[config.mk]
export PLATFORM = sky130hd
export DESIGN_NAME = mem_port_arbiter
export DESIGN_NICKNAME = d
export VERILOG_FILES = /design/src/rtl/mem_port_arbiter.sv
export SDC_FILE = /design/constraint.sdc
export NUM_CORES = 1
export LEC_CHECK = 0
export CORE_MARGIN = 5
export CORE_UTILIZATION = 40
export DETAILED_ROUTE_END_ITERATION = 10
export GPL_TIMING_DRIVEN = 0
export PLACE_DENSITY = 0.9
export REMOVE_ABC_BUFFERS = 1
export SLEW_MARGIN = 5
export SYNTH_ARGS = -nofsm -noshare
export SYNTH_HDL_FRONTEND = slang
export SYNTH_SLANG_ARGS = --single-unit
[constraint.sdc]
create_clock -name clock -period 4 [get_ports clock]
set_input_delay 0.4 -clock clock [delete_from_list [all_inputs] [get_ports clock]]
set_output_delay 0.4 -clock clock [all_outputs]
set_load 0.1 [all_outputs]
[src/rtl/mem_port_arbiter.sv]
// Arbitrates the single unified memory port between instruction fetch and data access,
// with data-side priority, a fetch starvation guard and flush-cancelled fetch responses.
module mem_port_arbiter #(
    parameter int ADDR_W     = 32,
    parameter int DATA_W     = 32,
    parameter int MEM_LAT    = 1,
    parameter int STARVE_MAX = 4
) (
    input  logic              clock,
    input  logic              reset,
    input  logic              if_req,
    input  logic [ADDR_W-1:0] if_addr,
    input  logic              if_flush,
    output logic              if_gnt,
    output logic              if_rvalid,
    output logic [DATA_W-1:0] if_rdata,
    input  logic              dm_req,
    input  logic              dm_we,
    input  logic [ADDR_W-1:0] dm_addr,
    input  logic [DATA_W-1:0] dm_wdata,
    output logic              dm_gnt,
    output logic              dm_rvalid,
    output logic [DATA_W-1:0] dm_rdata,
    output logic              mem_en,
    output logic              mem_we,
    output logic [ADDR_W-3:0] mem_addr,
    output logic [DATA_W-1:0] mem_wdata,
    input  logic [DATA_W-1:0] mem_rdata
);

    localparam logic [3:0] LAT_INIT   = 4'(MEM_LAT);
    localparam logic [3:0] STARVE_LIM = 4'(STARVE_MAX);

    typedef enum logic {IDLE, BUSY} state_t;

    state_t     state, state_nxt;
    logic [3:0] lat_cnt_p1;
    logic [3:0] starve_cnt;
    logic       own_if_p1, own_we_p1, kill_p1;
    logic       ret_p1, elig_p0, sel_if_p0, sel_dm_p0, kill_now;
    logic       unused_addr_bits;

    assign unused_addr_bits = ^{if_addr[1:0], dm_addr[1:0]};

    always_comb begin
        ret_p1    = (state == BUSY) && (lat_cnt_p1 == 4'd0);
        elig_p0   = !reset && ((state == IDLE) || ret_p1);
        sel_if_p0 = elig_p0 && if_req && (!dm_req || (starve_cnt == STARVE_LIM));
        sel_dm_p0 = elig_p0 && dm_req && !sel_if_p0;
        kill_now  = kill_p1 || (own_if_p1 && if_flush);
        if_gnt    = sel_if_p0;
        dm_gnt    = sel_dm_p0;
    end

    always_comb begin
        state_nxt = state;
        if (sel_if_p0 || sel_dm_p0) begin
            state_nxt = BUSY;
        end else if (ret_p1) begin
            state_nxt = IDLE;
        end
    end

    always_ff @(posedge clock) begin
        if (reset) begin
            state <= IDLE;
        end else begin
            state <= state_nxt;
        end
    end

    // grant -> memory request stage (p1)
    always_ff @(posedge clock) begin
        if (reset) begin
            lat_cnt_p1 <= '0;
            starve_cnt <= '0;
            own_if_p1  <= 1'b0;
            own_we_p1  <= 1'b0;
            kill_p1    <= 1'b0;
            mem_en     <= 1'b0;
            mem_we     <= 1'b0;
            mem_addr   <= '0;
            mem_wdata  <= '0;
        end else begin
            mem_en <= sel_if_p0 || sel_dm_p0;
            if (sel_if_p0 || sel_dm_p0) begin
                mem_we     <= sel_dm_p0 && dm_we;
                mem_addr   <= sel_dm_p0 ? dm_addr[ADDR_W-1:2] : if_addr[ADDR_W-1:2];
                mem_wdata  <= sel_dm_p0 ? dm_wdata : '0;
                own_if_p1  <= sel_if_p0;
                own_we_p1  <= sel_dm_p0 && dm_we;
                kill_p1    <= 1'b0;
                lat_cnt_p1 <= LAT_INIT;
            end else begin
                if ((state == BUSY) && (lat_cnt_p1 != 4'd0)) begin
                    lat_cnt_p1 <= lat_cnt_p1 - 4'd1;
                end
                // a flush in the grant cycle targets the access being retired, not the new one
                if ((state == BUSY) && own_if_p1 && if_flush) begin
                    kill_p1 <= 1'b1;
                end
            end
            if (!if_req || sel_if_p0) begin
                starve_cnt <= '0;
            end else if (sel_dm_p0 && (starve_cnt != STARVE_LIM)) begin
                starve_cnt <= starve_cnt + 4'd1;
            end
        end
    end

    // return data -> response stage (p2)
    always_ff @(posedge clock) begin
        if (reset) begin
            if_rvalid <= 1'b0;
            if_rdata  <= '0;
            dm_rvalid <= 1'b0;
            dm_rdata  <= '0;
        end else begin
            if_rvalid <= ret_p1 && own_if_p1 && !kill_now;
            dm_rvalid <= ret_p1 && !own_if_p1;
            if (ret_p1 && own_if_p1 && !kill_now) begin
                if_rdata <= mem_rdata;
            end
            if (ret_p1 && !own_if_p1) begin
                dm_rdata <= own_we_p1 ? '0 : mem_rdata;
            end
        end
    end

endmodule

---- After elaboration in Yosys (flattened, before gate mapping) ----
Index checks and enable logic that the tools add are counted.
operators by class
  add/subtract/negate cells ............... 2
  equality and inequality tests ........... 2
  muxes and demuxes ....................... 7
  bitwise operators ....................... 1
  reduce and logical (&&, ||, !) cells .... 32
operators by type and width
  cell                 number
  $mux 32              2
  $mux 30              1
  $logic_and 1x1->1    15
  $logic_not 1->1      6
  $logic_or 1x1->1     5
  $add 4x1->4 const B  1
  $eq 4x3->1 const B   1
  $logic_not 4->1      1
  $mux 1               4
  $ne 4x3->1 const B   1
  $reduce_bool 2->1    2
  $reduce_bool 4->1    1
  $reduce_or 2->1      2
  $sub 4x1->4 const B  1
  $not 1->1            1
storage, ports and cells
  flip-flop bits (word level) ............. 141
  bits of input ports ..................... 134
  output and inout port bits .............. 132
  logic and storage cells ................. 58

---- Depth between registers and ports, before layout ----
Gate-level depths: netlist of the first run.
  depth after elaboration ................. 10
  mapped depth ............................ 8
  gate-level depth less buffers ........... 6

---- Worst setup path before layout of the first run ----
OpenSTA, ideal clock, no wires.
  kind .................................... flip-flop to output port
  start point ............................. register lat_cnt_p1[0]
  end point ............................... output if_gnt
  data arrival time ....................... 2.023 ns
  required time ........................... 3.600 ns
  setup slack ............................. 1.577 ns
  cell stages (with the launch flop) ...... 8
  buffers on the path ..................... 2
  path through ............................ dfxtp_1 -> inv_1 -> ha_1 -> or3b_4 -> and2_1 -> buf_2 -> nor3b_4 -> buf_4
between the ends
  word-level cells in the longest chain between the ends .. 6
ends and longest elaborated chain
  element                          RTL line  RTL
  start: declaration               37        logic [3:0] lat_cnt_p1;
  start signal: assignment         96        lat_cnt_p1 <= lat_cnt_p1 - 4'd1;
  $logic_not 4->1                  46        ret_p1 = (state == BUSY) && (lat_cnt_p1 == 4'd0);
  $logic_and 1x1->1                46
  $logic_or 1x1->1                 47        elig_p0 = !reset && ((state == IDLE) || ret_p1);
  $logic_and 1x1->1                47
  $logic_and 1x1->1 (2 in series)  48        sel_if_p0 = elig_p0 && if_req && (!dm_req || (starve_cnt == STARVE_LIM));
  end: declaration                 14        output logic if_gnt,
No other way between the ends.

---- Final worst setup path of the first run ----
Same ends and word-level chain as after synthesis.

==> impl_metrics.ini, run 1 <==
[clocking]
clk_latency_ns = 0.41
cts_root_buf = clkbuf_16
post_cts_buffers = 0
cts.sinks = 141
cts_tree = done
h-tree-depth = 4
clkTransAtPathRegs_ns = 0.06
cts_buffers = 17
clockBufferDepth = 2

[placed_design]
io_buffers = 261
place_inst = 879
place_ws_ns = 0.223
dp.final_hpwl_mm = 12.7
place.gp.congestion = 0.857

[timing]
clock_skew_ns = 0.00840
timing_hold_violations_final = 0
worstMarginPinSlew_ns = 1.05
relSlewSlack_pct = 29.9
setup_viol = 0
holdWs_ns = 0.420
timing.final.ws_setup_ns = 0.0984
max_freq_ghz = 0.256
finalMaxSlewViolations = 0
rsz0062_at_grt = false
finalCritPeriodShare_pct = 97.5
finalCriticalPeriod_ns = 3.90

[job]
maxCapViolCount = 0

[power]
power_frac_clock_pct = 35.9
power_leakage_nw = 3.17
internal-power_mw = 2.88
combPwrFrac_pct = 28.6
p_sw_mw = 1.53
powerDensity_nw_per_um2 = 521
max-vdd-ir-drop_mv = 0.355
seq_power_share_pct = 35.5
switching_share_pct = 34.7

[detailed_routing]
drtPass1Iterations = 9
drt-total-wl_mm = 16.7
antenna_left = 0
vias_per_cell = 5.12
vias = 4667
first_iter_violations = 355
drcViolationCount = 2
wl_per_cell_um = 18.3

[run_status]
status = finished with violations
violations = DRC

[final_layout]
fillers = 856
n_antenna_cell = 0
syn2layout_area_growth_pct = 68.8
final_cells = 911
final_common_cell = clkdlybuf4s50_1
nets = 867
drive_gt1_share_pct = 7.40
layout_common_cells = clkdlybuf4s50_1, dfxtp_1, nand2_1

[setup_path]
cp_max_fo = 19
max_stage_delay_ns = 0.94
crit_path_start_kind = flip-flop
crit_required_ns = 3.60
worst-path-buf-inv = 2
cp_cell_sequence = inv_1 > ha_1 > or3b_4 > and2_1 > nor3b_4 > dlygate4sd2_1
cp_slowest_cell = dlygate4sd2_1
cp-end-kind = output port
crit_arrival_ns = 3.50
critical_path_class = reg2out
crit_family = simple AND/OR/NAND/NOR gates

[synthesis]
yosysSeqAreaShare_pct = 56.3
syn_area_per_cell_sq_um = 10.6
synth.distinct_cells = 40
ys_seq_elements = 141
ys_warn_count = 0
syn_area_sq_um = 5010
syn-instance-count = 471

[floorplan]
row_count = 40
core_area_sq_um = 12200
die_w_um = 122
initial_utilization_pct = 41.2
ios = 266
die-area_sq_um = 14900
die_h_um = 122

[global_routing]
grt_pass1_wl_mm = 25.3
grt_usage_pct = 21.8
grt_antenna_before_repair = 0
grt_overflow = 0
grt_pass1_vias = 4875
grt_max_degree = 39

[min_path]
hp-class = in2reg
[routing by layer]
| metal | GRT usage, % | vias to the layer above | wire length, um |
|---|---|---|---|
| li1 | - | 2210 | - |
| met1 | 23.6 | 2249 | 6270 |
| met2 | 39.6 | 171 | 8990 |
| met3 | 5.85 | 37 | 946 |
| met4 | 9.59 | 0 | 462 |
| met5 | 0 | - | 0 |
[layout make-up]
cell class	instances	area (sq um)	share of cell area, %
clock buffer	22	454	5.37
clock inverter	10	139	1.64
multi-input combinational	290	2040	24.2
sequential	141	2820	33.4
timing repair buffer	274	2770	32.7
inverter	6	22.5	0.266
tap	168	210	2.48
[sequential cells by signal (all words and copies together) (netlist names)]
signal      cells
kill_p1         1
state           1
dm_rdata       32
lat_cnt_p1      4
mem_addr       30
mem_en          1
own_if_p1       1
own_we_p1       1
if_rvalid       1
dm_rvalid       1
starve_cnt      4
mem_wdata      32
if_rdata       32
[worst paths after layout]
path	start	end	slack, ns	cells past startpoint
worst max-delay path	lat_cnt_p1[0]	if_gnt	0.1	6
worst min-delay path	reset	if_rdata[9]	0.42	2
worst max register to register	lat_cnt_p1[0]	mem_addr[12]	1.36	9
worst min register to register	if_rdata[1]	if_rdata[1]	0.45	2
[synthesized netlist by cell type]
master       n  area, sq um
a211o_1      1         8.76
or2_2        1         6.26
nor3b_4      1         18.8
a21oi_1     39          195
o21bai_1     1         7.51
ha_1         3         37.5
or3b_4       1         11.3
nand3b_1     2         15.0
nor3_1       2         10.0
or3b_1       1         8.76
a22o_1      65          569
and3b_1      1         8.76
o21ai_0      1         5.00
a21bo_2      1         10.0
a211oi_1     1         7.51
xnor2_1      2         17.5
nor4_1       1         6.26
dfxtp_1    141         2820
nand3_1      2         10.0
or4b_2       1         10.0
nand2_1     69          259
a31oi_1      1         6.26
buf_2        5         25.0
a2111oi_4    2         55.1
buf_1        1         3.75
inv_1        6         22.5
nor3_4       1         16.3
o41ai_1      1         8.76
mux2i_1     25          250
nor4b_1      1         8.76
clkbuf_1    24         90.1
nand4bb_1    1         11.3
xor2_1       1         8.76
and4b_1      1         10.0
nor2_1      10         37.5
and2_1      19          119
nand4b_1     1         8.76
a221o_1     18          180
buf_4        4         30.0
nand2b_1    12         75.1
[worst register-to-register path: cells and delay by family, from the launching register on]
family | cells | cell delay [ns]
AO/OA/AOI/OAI | 2 | 0.79
adder cells (fa/ha/maj) | 1 | 0.20
AND/OR/NAND/NOR | 2 | 0.61
flip-flops | 1 | 0.33
buffers and inverters | 4 | 0.65
[timing repair]
action,4_1_cts,5_1_grt
gates cloned,0,0
endpoints found under the setup margin,1,1
hold buffers,0,0
endpoints found under the hold margin,0,0
gates resized for setup,1,1
[cell families (layout without fill, tap and decap cells)]
group | after synthesis | in the layout | share of synthesized area (%)
mux | 25 | 25 | 4.99
flops | 141 | 141 | 56.3
buf+inv | 40 | 312 | 3.42
compound gates | 131 | 131 | 21.0
xor+xnor | 3 | 3 | 0.524
fa+ha+maj | 3 | 3 | 0.749
simple gates | 128 | 128 | 13.0
[power groups by stage]
stage	combinational (mW)	clock, mW	sequential, mW
after floorplan	0.197	0	2.24
after global placement	1.22	0	1.59
after detailed placement	1.26	0	1.59
after CTS	1.26	1.61	1.56
after global routing	1.30	1.69	1.57
final	1.26	1.58	1.56
[stage by stage]
stage          total power, mW  util, %  area (sq um)  TNS, ns
6_report                  4.41     69.6          8460        0
5_1_grt                   4.56     69.6          8460        0
4_1_cts                   4.44     69.6          8460        0
3_5_place_dp              2.85     64.7          7870        0
3_3_place_gp              2.81     63.2          7690  -193.54
2_1_floorplan             2.44        -          4860        0
No activity file was read; power rests on OpenSTA's default activity.
==> run 2: changes to the inputs <==
Settings changed: CORE_MARGIN 5 to not set, PLACE_DENSITY 0.9 to 0.87.
==> run 2 against run 1 <==
  * The run now ends clean
  * Cell area is essentially flat
  * Sequential share of layout area about the same
  * Cell count did not move
  * Via count increased by 1.6%
  * Global-route usage grew 3.8 points
  * Worst setup slack better by 0.35 ns
  * Worst hold slack improved by 0.033 ns
  * Critical path depth unchanged
  * Core utilization grew 0.28 points
  * Largest cell class unchanged
  * Combinational power about the same
==> impl_metrics.ini, run 2 (synthesis gave the netlist of run 1 again) <==
[timing]
clock_skew_ns = 0.00833
timing_hold_violations_final = 0
rsz0062_at_grt = false
setup-tns-final_ns = 0
timing.final.ws_setup_ns = 0.452
finalMaxSlewViolations = 0
setup_viol = 0
worstMarginPinSlew_ns = 1.04
finalCritPeriodShare_pct = 88.7
relSlewSlack_pct = 30.6
finalCriticalPeriod_ns = 3.55
max_freq_ghz = 0.282

[clocking]
clkTransAtPathRegs_ns = 0.06
cts_tree = done
cts_buffers = 17
clk_latency_ns = 0.42
cts.sinks = 141
cts_resized = 1
post_cts_buffers = 0
h-tree-depth = 4
cts_hold_buf = 0
cts_root_buf = clkbuf_16
clockBufferDepth = 2

[floorplan]
core_area_sq_um = 12100
row_count = 40
die-area_sq_um = 13000
die_w_um = 114
die_h_um = 114
ios = 266
initial_utilization_pct = 41.4

[final_layout]
nets = 867
top_regs = dm_rdata: 32 flops, if_rdata: 32 flops, mem_wdata: 32 flops
drive_gt1_share_pct = 7.94
final_common_cell = clkdlybuf4s50_1
fillers = 880
syn2layout_area_growth_pct = 68.8
n_antenna_cell = 0
stdcell_area_sq_um = 8460
layout_common_cells = clkdlybuf4s50_1, dfxtp_1, nand2_1

[detailed_routing]
drtPass1Iterations = 4
antenna_left = 0
drt-total-wl_mm = 16.7
wl_per_cell_um = 18.3
first_iter_violations = 360
vias = 4742
vias_per_cell = 5.21
drcViolationCount = 0

[placed_design]
io_buffers = 261
place_ws_ns = 0.247
place.gp.congestion = 0.775
place_area_sq_um = 7860
dp.final_hpwl_mm = 11.8

[setup_path]
setup.worst_path.start = lat_cnt_p1[0]
cp_max_fo = 19
crit_path_start_kind = flip-flop
critical_path_class = reg2out
crit_arrival_ns = 3.15
crit_required_ns = 3.60
cp-end-kind = output port
rr_startpoint = lat_cnt_p1[0]

[run_status]
status = completed

[global_routing]
grt_pass1_vias = 4968
grt_pass1_wl_mm = 25.3
grt_max_degree = 37
grt_antenna_before_repair = 0
grt_overflow = 0
grt_usage_pct = 25.6

[min_path]
hp-class = reg2reg
holdCritStartpoint = if_rdata[5]

[power]
power_leakage_nw = 3.16
max-vdd-ir-drop_mv = 0.426
powerDensity_nw_per_um2 = 524

[job]
maxCapViolCount = 0
run 2: cell count changes in the layout (fill, tap and decap cells not counted), sizes merged:
| cell | delta |
|---|---|
| clkinvlp | +3 |
| clkbuf | -2 |
| dlygate4sd2 | -1 |
run 2: critical path, cell delays in order (launching register included):
cell,delay (ns)
dfxtp_1,0.33
inv_1,0.06
ha_1,0.20
or3b_4,0.45
and2_1,0.30
nor3b_4,0.77
clkbuf_2,0.60
run 2: power by group:
| group | internal [mW] | total [mW] | switching, mW | leakage, nW |
|---|---|---|---|---|
| Clock | 0.998 | 1.61 | 0.613 | 0.286 |
| Combinational | 0.373 | 1.26 | 0.886 | 1.73 |
| Sequential | 1.50 | 1.56 | 0.0613 | 1.15 |
run 2: cell type report:
| type | instances | area (sq um) | share of cell area (%) |
|---|---|---|---|
| inverters | 6 | 22.5 | 0.266 |
| well taps | 168 | 210 | 2.48 |
| clock buffers | 19 | 443 | 5.24 |
| repair buffers | 274 | 2750 | 32.5 |
| multi-input cells | 290 | 2050 | 24.2 |
| flip-flops and latches | 141 | 2820 | 33.4 |
| clock inverters | 13 | 165 | 1.95 |
run 2: path summary, 6_finish.rpt:
| path | endpoint | slack (ns) | depth (start not counted) |
|---|---|---|---|
| worst min-delay path | if_rdata[5] | 0.45 | 2 |
| worst max register to register | mem_addr[13] | 1.34 | 9 |
| worst min register to register | if_rdata[5] | 0.45 | 2 |
| worst max-delay path | if_gnt | 0.45 | 6 |
run 2: routing by layer:
metal	share of wire, %	wire length [um]	GRT usage (%)
met5	0	0	0
met4	4.1	688	15.3
met3	6.3	1050	8.18
met2	52	8730	45.2
met1	37	6190	26.5
run 2: per-stage QoR:
stage / power (mW) / utilization, % / hold WS [ns] / instances
floorplan: 2.44 / - / 0.452 / 437
global placement: 2.81 / 63.5 / 0.442 / 866
detailed placement: 2.85 / 64.9 / 0.446 / 879
CTS: 4.46 / 69.9 / 0.454 / 911
global route: 4.57 / 69.9 / 0.468 / 911
finish: 4.44 / 69.9 / 0.452 / 911
